<file path="src/rtl/sdr_16_port_arbiter_pkg.sv">
// Shared SDR controller definitions: refresh defaults plus the SDR command
// and burst-type encodings used across the SDRAM datapath.
package sdr_16_port_arbiter_pkg;

   localparam int RFR_LENGTH_DEFAULT     = 390;
   localparam int RFR_WRAP_WIDTH_DEFAULT = 9;
   localparam int SDRAM_CLK_MHZ          = 50;
   localparam int RFR_INTERVAL_NS        = 7800;

   // {ras_n, cas_n, we_n}
   typedef enum logic [2:0] {
      CMD_NOP  = 3'b111,
      CMD_ACT  = 3'b011,
      CMD_RD   = 3'b101,
      CMD_WR   = 3'b100,
      CMD_BST  = 3'b110,
      CMD_PRE  = 3'b010,
      CMD_AREF = 3'b001,
      CMD_LMR  = 3'b000
   } sdr_cmd_e;

   typedef enum logic [1:0] {
      BTE_LINEAR = 2'b00,
      BTE_WRAP4  = 2'b01,
      BTE_WRAP8  = 2'b10,
      BTE_WRAP16 = 2'b11
   } bte_e;

endpackage

</file>
<file path="src/rtl/sdr_16_port_arbiter_rr_pick.sv">
// Combinational round-robin pick: first requester above the previous grant,
// wrapping; returns the previous grant when nobody requests.
module rr_pick #(
   parameter int N = 4
) (
   input  logic [N-1:0] i_req,
   input  logic [N-1:0] i_prev,
   output logic [N-1:0] o_grant
);

   localparam int IW = (N > 1) ? $clog2(N) : 1;

   int unsigned     w_prev_idx;
   logic [IW-1:0]   w_idx;
   logic            w_found;

   always_comb begin
      w_prev_idx = 0;
      w_idx      = '0;
      w_found    = 1'b0;
      o_grant    = i_prev;
      for (int unsigned p = 0; p < N; p++) begin
         if (i_prev[p]) w_prev_idx = p;
      end
      // offset N lands back on the previous grant, so it has lowest priority
      for (int unsigned off = 1; off <= N; off++) begin
         w_idx = IW'((w_prev_idx + off) % N);
         if (!w_found && i_req[w_idx]) begin
            o_grant = '0;
            o_grant[w_idx] = 1'b1;
            w_found = 1'b1;
         end
      end
   end

endmodule

</file>
<file path="src/rtl/sdr_16_port_arbiter.sv">
// Shares the SDR command FSM between ingress FIFOs (round-robin, held for a
// whole access) and generates the periodic auto-refresh request.
module sdr_16_port_arbiter
   import sdr_16_port_arbiter_pkg::*;
#(
   parameter int nr_of_ports    = 4,
   parameter int rfr_length     = RFR_LENGTH_DEFAULT,
   parameter int rfr_wrap_width = RFR_WRAP_WIDTH_DEFAULT
) (
   input  logic                   sdram_clk,
   input  logic                   sdram_rst,
   input  logic [nr_of_ports-1:0] fifo_empty_i,
   output logic [nr_of_ports-1:0] fifo_rd_o,
   output logic [nr_of_ports-1:0] fifo_sel_o,
   input  logic                   state_idle_i,
   input  logic                   fifo_rd_i,
   output logic                   fifo_empty_o,
   input  logic                   cmd_aref_i,
   output logic                   refresh_req_o,
   output logic                   rfr_missed_o
);

   localparam logic [rfr_wrap_width-1:0] RFR_RELOAD = rfr_wrap_width'(rfr_length - 1);
   localparam logic [nr_of_ports-1:0]    SEL_RST    = {1'b1, {(nr_of_ports-1){1'b0}}};

   logic [rfr_wrap_width-1:0] r_rfr_cnt;
   logic                      r_refresh_req;
   logic                      r_rfr_missed;
   logic [nr_of_ports-1:0]    r_sel;
   logic [nr_of_ports-1:0]    w_next_sel;
   logic [nr_of_ports-1:0]    w_req_vec;
   logic                      w_expire;
   logic                      w_arb_en;

   assign w_expire = (r_rfr_cnt == '0);

   always_ff @(posedge sdram_clk or posedge sdram_rst) begin
      if (sdram_rst) begin
         r_rfr_cnt     <= RFR_RELOAD;
         r_refresh_req <= 1'b0;
         r_rfr_missed  <= 1'b0;
      end else begin
         r_rfr_cnt <= w_expire ? RFR_RELOAD : r_rfr_cnt - 1'b1;
         if (w_expire)
            r_refresh_req <= 1'b1;
         else if (cmd_aref_i)
            r_refresh_req <= 1'b0;
         // a request being acknowledged on the expiry cycle was not missed
         if (w_expire && r_refresh_req && !cmd_aref_i)
            r_rfr_missed <= 1'b1;
      end
   end

   assign w_req_vec = ~fifo_empty_i;
   assign w_arb_en  = state_idle_i && !r_refresh_req && (|w_req_vec);

   rr_pick #(
      .N(nr_of_ports)
   ) u_rr_pick (
      .i_req  (w_req_vec),
      .i_prev (r_sel),
      .o_grant(w_next_sel)
   );

   always_ff @(posedge sdram_clk or posedge sdram_rst) begin
      if (sdram_rst)
         r_sel <= SEL_RST;
      else if (w_arb_en)
         r_sel <= w_next_sel;
   end

   assign fifo_sel_o    = r_sel;
   assign fifo_rd_o     = r_sel & {nr_of_ports{fifo_rd_i}};
   assign fifo_empty_o  = state_idle_i ? (&fifo_empty_i) : (|(r_sel & fifo_empty_i));
   assign refresh_req_o = r_refresh_req;
   assign rfr_missed_o  = r_rfr_missed;

endmodule
</file>
<file path="config.mk">
export PLATFORM = sky130hd
export DESIGN_NAME = sdr_16_port_arbiter
export DESIGN_NICKNAME = d
export VERILOG_FILES = /design/src/rtl/sdr_16_port_arbiter_pkg.sv /design/src/rtl/sdr_16_port_arbiter_rr_pick.sv /design/src/rtl/sdr_16_port_arbiter.sv
export SDC_FILE = /design/constraint.sdc
export NUM_CORES = 1
export LEC_CHECK = 0
export CAP_MARGIN = 40
export CORE_MARGIN = 5
export CORE_UTILIZATION = 40
export CTS_CLUSTER_DIAMETER = 80
export DETAILED_ROUTE_END_ITERATION = 6
export GPL_TIMING_DRIVEN = 0
export SYNTH_ARGS = -nofsm -noshare
export SYNTH_HDL_FRONTEND = slang
export SYNTH_SLANG_ARGS = --single-unit
</file>
<file path="constraint.sdc">
create_clock -name sdram_clk -period 5.25 [get_ports sdram_clk]
set_input_delay 0.525 -clock sdram_clk [delete_from_list [all_inputs] [get_ports sdram_clk]]
set_output_delay 0.525 -clock sdram_clk [all_outputs]
set_load 0.005 [all_outputs]
</file>
* Word-level counts from Yosys, hierarchy flattened
Cells that the tools add are included.
Word-level totals: bits in registers 15, output and inout bits 11, word-level logic and storage cells 73
Operators by class: $add $sub $neg 5, order comparisons 8, muxes and demuxes 30, bitwise gates (word level) 3, reduce and logical (&&, ||, !) cells 23
Operator list (count):
- $mux 4 | 4
- $mux 1 | 15
- $lt 2x3->1 const B | 4
- $logic_and 1x1->1 | 11
- $logic_not 9->1 | 1
- $mux 9 | 1
- $sub 9x1->9 const B | 1
- $and 4x4->4 | 2
- $bmux 1 s2 | 4
- $demux 1 s2 | 4
- $ge 2x1->1 const B | 4
- $reduce_or 4->1 | 2
- $logic_not 1->1 | 5
- $add 2x1->2 const B | 2
- $add 2x2->2 const B | 2
- $mux 2 | 2
- $not 4->4 | 1
- $reduce_and 4->1 | 1
- $reduce_bool 4->1 | 1
- $reduce_and 2->1 | 1
- $reduce_bool 2->1 | 1

* Depth between registers and ports, before layout
word-level depth 17, depth in mapped cells 9, depth with buffers taken out 9

* Modules after synthesis
Synthesis repeated with hierarchy kept, for this count alone.
Unflattened totals: cells, all modules 142, area total of the unflattened synthesis 1246.2 µm²
Modules (own cells, without submodules):
- sdr_16_port_arbiter | times used 1, cells each 69, area each 742.0 µm², seq. area each 381.6 µm²
- rr_pick | times used 1, cells each 73, area each 504.2 µm², seq. area each 0.0 µm²

* Worst setup path after synthesis
No wires, ideal clock.
path kind register -> register, start reg r_sel[1] (netlist: fifo_sel_o[1]), end reg r_sel[0] (netlist: fifo_sel_o[0]), setup time 133 ps, data arrival time 2057 ps, data required time 5117 ps, path slack 3060 ps, stages on the path, launching flop included 10, path buffers 0, period minus slack after synthesis 2190 ps, cell sequence dfrtp_1 > nor2b_2 > nor2_2 > inv_2 > ha_1 > nor2b_1 > a2111oi_2 > a311oi_4 > mux2i_1 > a22oi_1
On the way: word-level cells in the longest chain between the ends 17
Ends and longest elaborated chain:
- start: declaration | line sdr_16_port_arbiter.sv:29 | logic [nr_of_ports-1:0] r_sel;
- start signal: assignment | line sdr_16_port_arbiter.sv:69 | r_sel <= w_next_sel;
- $mux 1 * | line sdr_16_port_arbiter_rr_pick.sv:23 | if (i_prev[p]) w_prev_idx = p;
- $mux 2 * (2 in a row) | line sdr_16_port_arbiter_rr_pick.sv:23
- $add 2x1->2 | line sdr_16_port_arbiter_rr_pick.sv:27 | w_idx = IW'((w_prev_idx + off) % N);
- $bmux 1 s2 | line sdr_16_port_arbiter_rr_pick.sv:28 | if (!w_found && i_req[w_idx]) begin
- $mux 1 (implied by the code) | line sdr_16_port_arbiter_rr_pick.sv:28
- $mux 1 | line sdr_16_port_arbiter_rr_pick.sv:28
- $logic_not 1->1 | line sdr_16_port_arbiter_rr_pick.sv:28
- $logic_and 1x1->1 | line sdr_16_port_arbiter_rr_pick.sv:28
- $mux 1 | line sdr_16_port_arbiter_rr_pick.sv:28
- $logic_not 1->1 | line sdr_16_port_arbiter_rr_pick.sv:28
- $logic_and 1x1->1 | line sdr_16_port_arbiter_rr_pick.sv:28
- $mux 1 | line sdr_16_port_arbiter_rr_pick.sv:28
- $logic_not 1->1 | line sdr_16_port_arbiter_rr_pick.sv:28
- $logic_and 1x1->1 | line sdr_16_port_arbiter_rr_pick.sv:28
- $reduce_bool 4->1 (no line)
- $reduce_and 2->1 (no line)
Every way passes the cells marked *; elsewhere a longest branch is shown, timed or not. The select of a mux whose other input is x is not followed. A chain may end at the register's enable or synchronous reset.

* Worst setup path in the final report
start in fifo_empty_i[1], end out fifo_empty_o
On the way: word-level cells in the longest chain between the ends 3
Ends and longest elaborated chain:
- start: declaration | line sdr_16_port_arbiter.sv:12 | input logic [nr_of_ports-1:0] fifo_empty_i,
- $and 4x4->4 | line sdr_16_port_arbiter.sv:74 | assign fifo_empty_o = state_idle_i ? (&fifo_empty_i) : (|(r_sel & fifo_empty_i));
- $reduce_or 4->1 | line sdr_16_port_arbiter.sv:74
- $mux 1 * | line sdr_16_port_arbiter.sv:74
- end: declaration | line sdr_16_port_arbiter.sv:17 | output logic fifo_empty_o,
Every way passes the cells marked *; elsewhere a longest branch is shown, timed or not.

==> run summary <==
Routed Antenna Nets: 0
number of synthesized flops with an enable pin: 0
WP data required: 4.72 ns
critical path startpoint: fifo_empty_i[1]
M2 GR Usage: 21.8%
Cell Rows: 19
synthesized instance count: 118
clock-pin transition on the worst setup and hold timing paths: 0.08 ns
Final Non-Filler Cells: 169
Max Slew Vio Count: 0
fillers: 264
DR pass1 iterations: 4
Period minus WS final: 2.65 ns
first-pass GRT wire length: 4.20 mm
global placement routability congestion: 0.799
Yosys top cell by area: dfrtp_1
fmax: 0.378 GHz
Mapped Nets: 130
crit path DAT: 2.12 ns
Layout area overhead: 20.7%
setup violators final: 0
Finished Cell Area: 1320 um2
Critical Path Sink: fifo_empty_o
Avg Inst Size Synth: 9.24 um2
Peak VDD IR: 0.312 mV
Top Usage Layer GRT: met2
sequential area share after synthesis: 35.0%
initial core utilization: 40.6%
ys flop type: dfrtp_1
Max-cap violations: 0
Post-Synthesis Cell Area: 1090 um2
Leak: 0.528 nW
total gr overflow: 0
GR Util met1: 16.0%
post_cts resized: 0
RSZ-0062 raised after global routing: no
Worst-Margin Slew: 0.842 ns
Finished Core Util: 49.0%
largest net degree at the start of global routing: 16
nets: 151
status: completed
CTS tree: yes
total CTS buffers: 3
Setup CP Type: input port to primary output
M3 GR Usage: 2.16%
final clock skew: 0.00229 ns
main area contributors after synthesis: dfrtp_1 (23%), dfstp_2 (12%), mux2i_1 (5.5%)
Synth top area share: 23.0%
CP Capture Type: primary output
CTS Buffer Depth: 2
Die Area: 3870 um2
routed vias/inst: 5.60
clock sink total: 15
post-route setup slack: 2.60 ns
reg2reg end: fifo_sel_o[2]
Post-Place Cells: 165
Placed Area: 1290 um2
reg2reg start: fifo_sel_o[1]
CTS root buffer: clkbuf_4
IO Count: 20
P per Cell Area: 442 nW/um2
ys async rst share: 100%
reg2reg path depth: 9
DR WL/cell: 14.2 um
PortBufs: 16
Tot Pwr: 0.581 mW
post-synth cell types: 43
largest fanout on the critical path: 9
GRT Overall Usage: 12.7%
Top delay family on crit path: buffers and inverters
Core Footprint: 2690 um2
Post-synth top cells: nand2_1 (14), dfrtp_1 (10), nor2_1 (8), inv_1 (7)
initial antenna violation count: 0
reg-to-reg slack, setup: 2.80 ns
Post-CTS Hold Buffers: 0
YS warnings: 0
total negative setup slack: 0 ns
vias: 947
DRC Markers: 0
worst-case hold slack: 0.472 ns
Worst slew margin: 43.4%
# H-tree levels: 1
routed wire length: 2.40 mm
die height: 62.2 um
Chip Width: 62.2 um
final hold vios: 0
WP depth: 6
vias in the first global route: 924
period utilisation layout: 50.4%
Placement Setup Slack: 2.60 ns
Yosys reg bits: 15
most frequent cell after synthesis: nand2_1
HP Class: flip-flop to flip-flop
antenna cell count: 0
ordered cell list for the critical path: clkdlybuf4s50_1, nand3_1, mux2i_1, nand2_1, o21ai_0, clkdlybuf4s50_1
Worst path slowest cell: clkdlybuf4s50_1
detailed placer's ending HPWL: 1.83 mm
most used cell, CP: clkdlybuf4s50_1
Initial DRC Count: 46
Critical path buffers and inverters: 2
layout cell share with drive strength beyond 1: 16.7%
crit-path max cell delay: 0.62 ns
Startpoint Class: input port
Post-CTS Setup Bufs: 0
clock latency on the worst-skew pair: 0.27 ns
cell families (layout without fill, tap and decap cells):
group | Yosys count | count (layout) | synth area share, %
muxes | 6 | 6 | 5.51
buffers and inverters | 12 | 32 | 4.48
AOI/OAI and AO/OA | 23 | 23 | 19.7
xor gates and xnor gates | 6 | 6 | 4.82
and+or+nand+nor | 53 | 53 | 27.0
DFF | 15 | 15 | 35.0
adders and majority gates | 3 | 3 | 3.44
cell usage in the layout (no fill, tap or decap), drive strengths merged, types with 2 or more instances in the layout:
cell and n:
a22oi 4, a311oi 2, and2 7, buf 3, clkbuf 5, clkdlybuf4s50 16, dfrtp 10, dfstp 5
ha 3, inv 8, mux2i 6, nand2 14, nand3 2, nand3b 3, nor2 9, nor2b 5
nor3 3, o21ai 6, o221ai 4, o31ai 2, xnor2 2, xor2 4
layer usage:
| metal | vias up | routed length (um) |
|---|---|---|
| met5 | - | 0 |
| met4 | 0 | 23 |
| met3 | 2 | 74 |
| met2 | 18 | 1190 |
| met1 | 466 | 1120 |
| li1 | 461 | - |
registers in the layout, indices dropped and copies added, names as in the netlist:
name and cells:
rfr_missed_o 1, refresh_req_o 1, fifo_sel_o 4, r_rfr_cnt 9
area by class of cell:
cell class	instances	area (um2)	share of cell area, %
buffer	4	18.8	1.43
inverter	8	30.0	2.28
clock buffer	4	26.3	2.00
timing repair buffer	16	160	12.2
sequential	15	382	29.0
multi-input combinational	91	659	50.1
tap	31	38.8	2.95
how the worst min path moves through the flow:
stage,from,end,cells after the start
after detailed placement,r_rfr_cnt[0],r_rfr_cnt[0],1
after CTS,r_rfr_cnt[0],r_rfr_cnt[0],1
final,r_rfr_cnt[0],r_rfr_cnt[0],1
after global placement,r_rfr_cnt[0],r_rfr_cnt[0],1
after global routing,r_rfr_cnt[0],r_rfr_cnt[0],1
after floorplan,sdram_rst,fifo_sel_o[0],1
power breakdown:
part           total, mW  internal, mW  leakage, nW  switching [mW]
clock             0.0626        0.0294       0.0150          0.0332
sequential         0.166         0.134        0.171          0.0320
combinational      0.353         0.178        0.342           0.175
No activity file was read; power rests on OpenSTA's default activity.
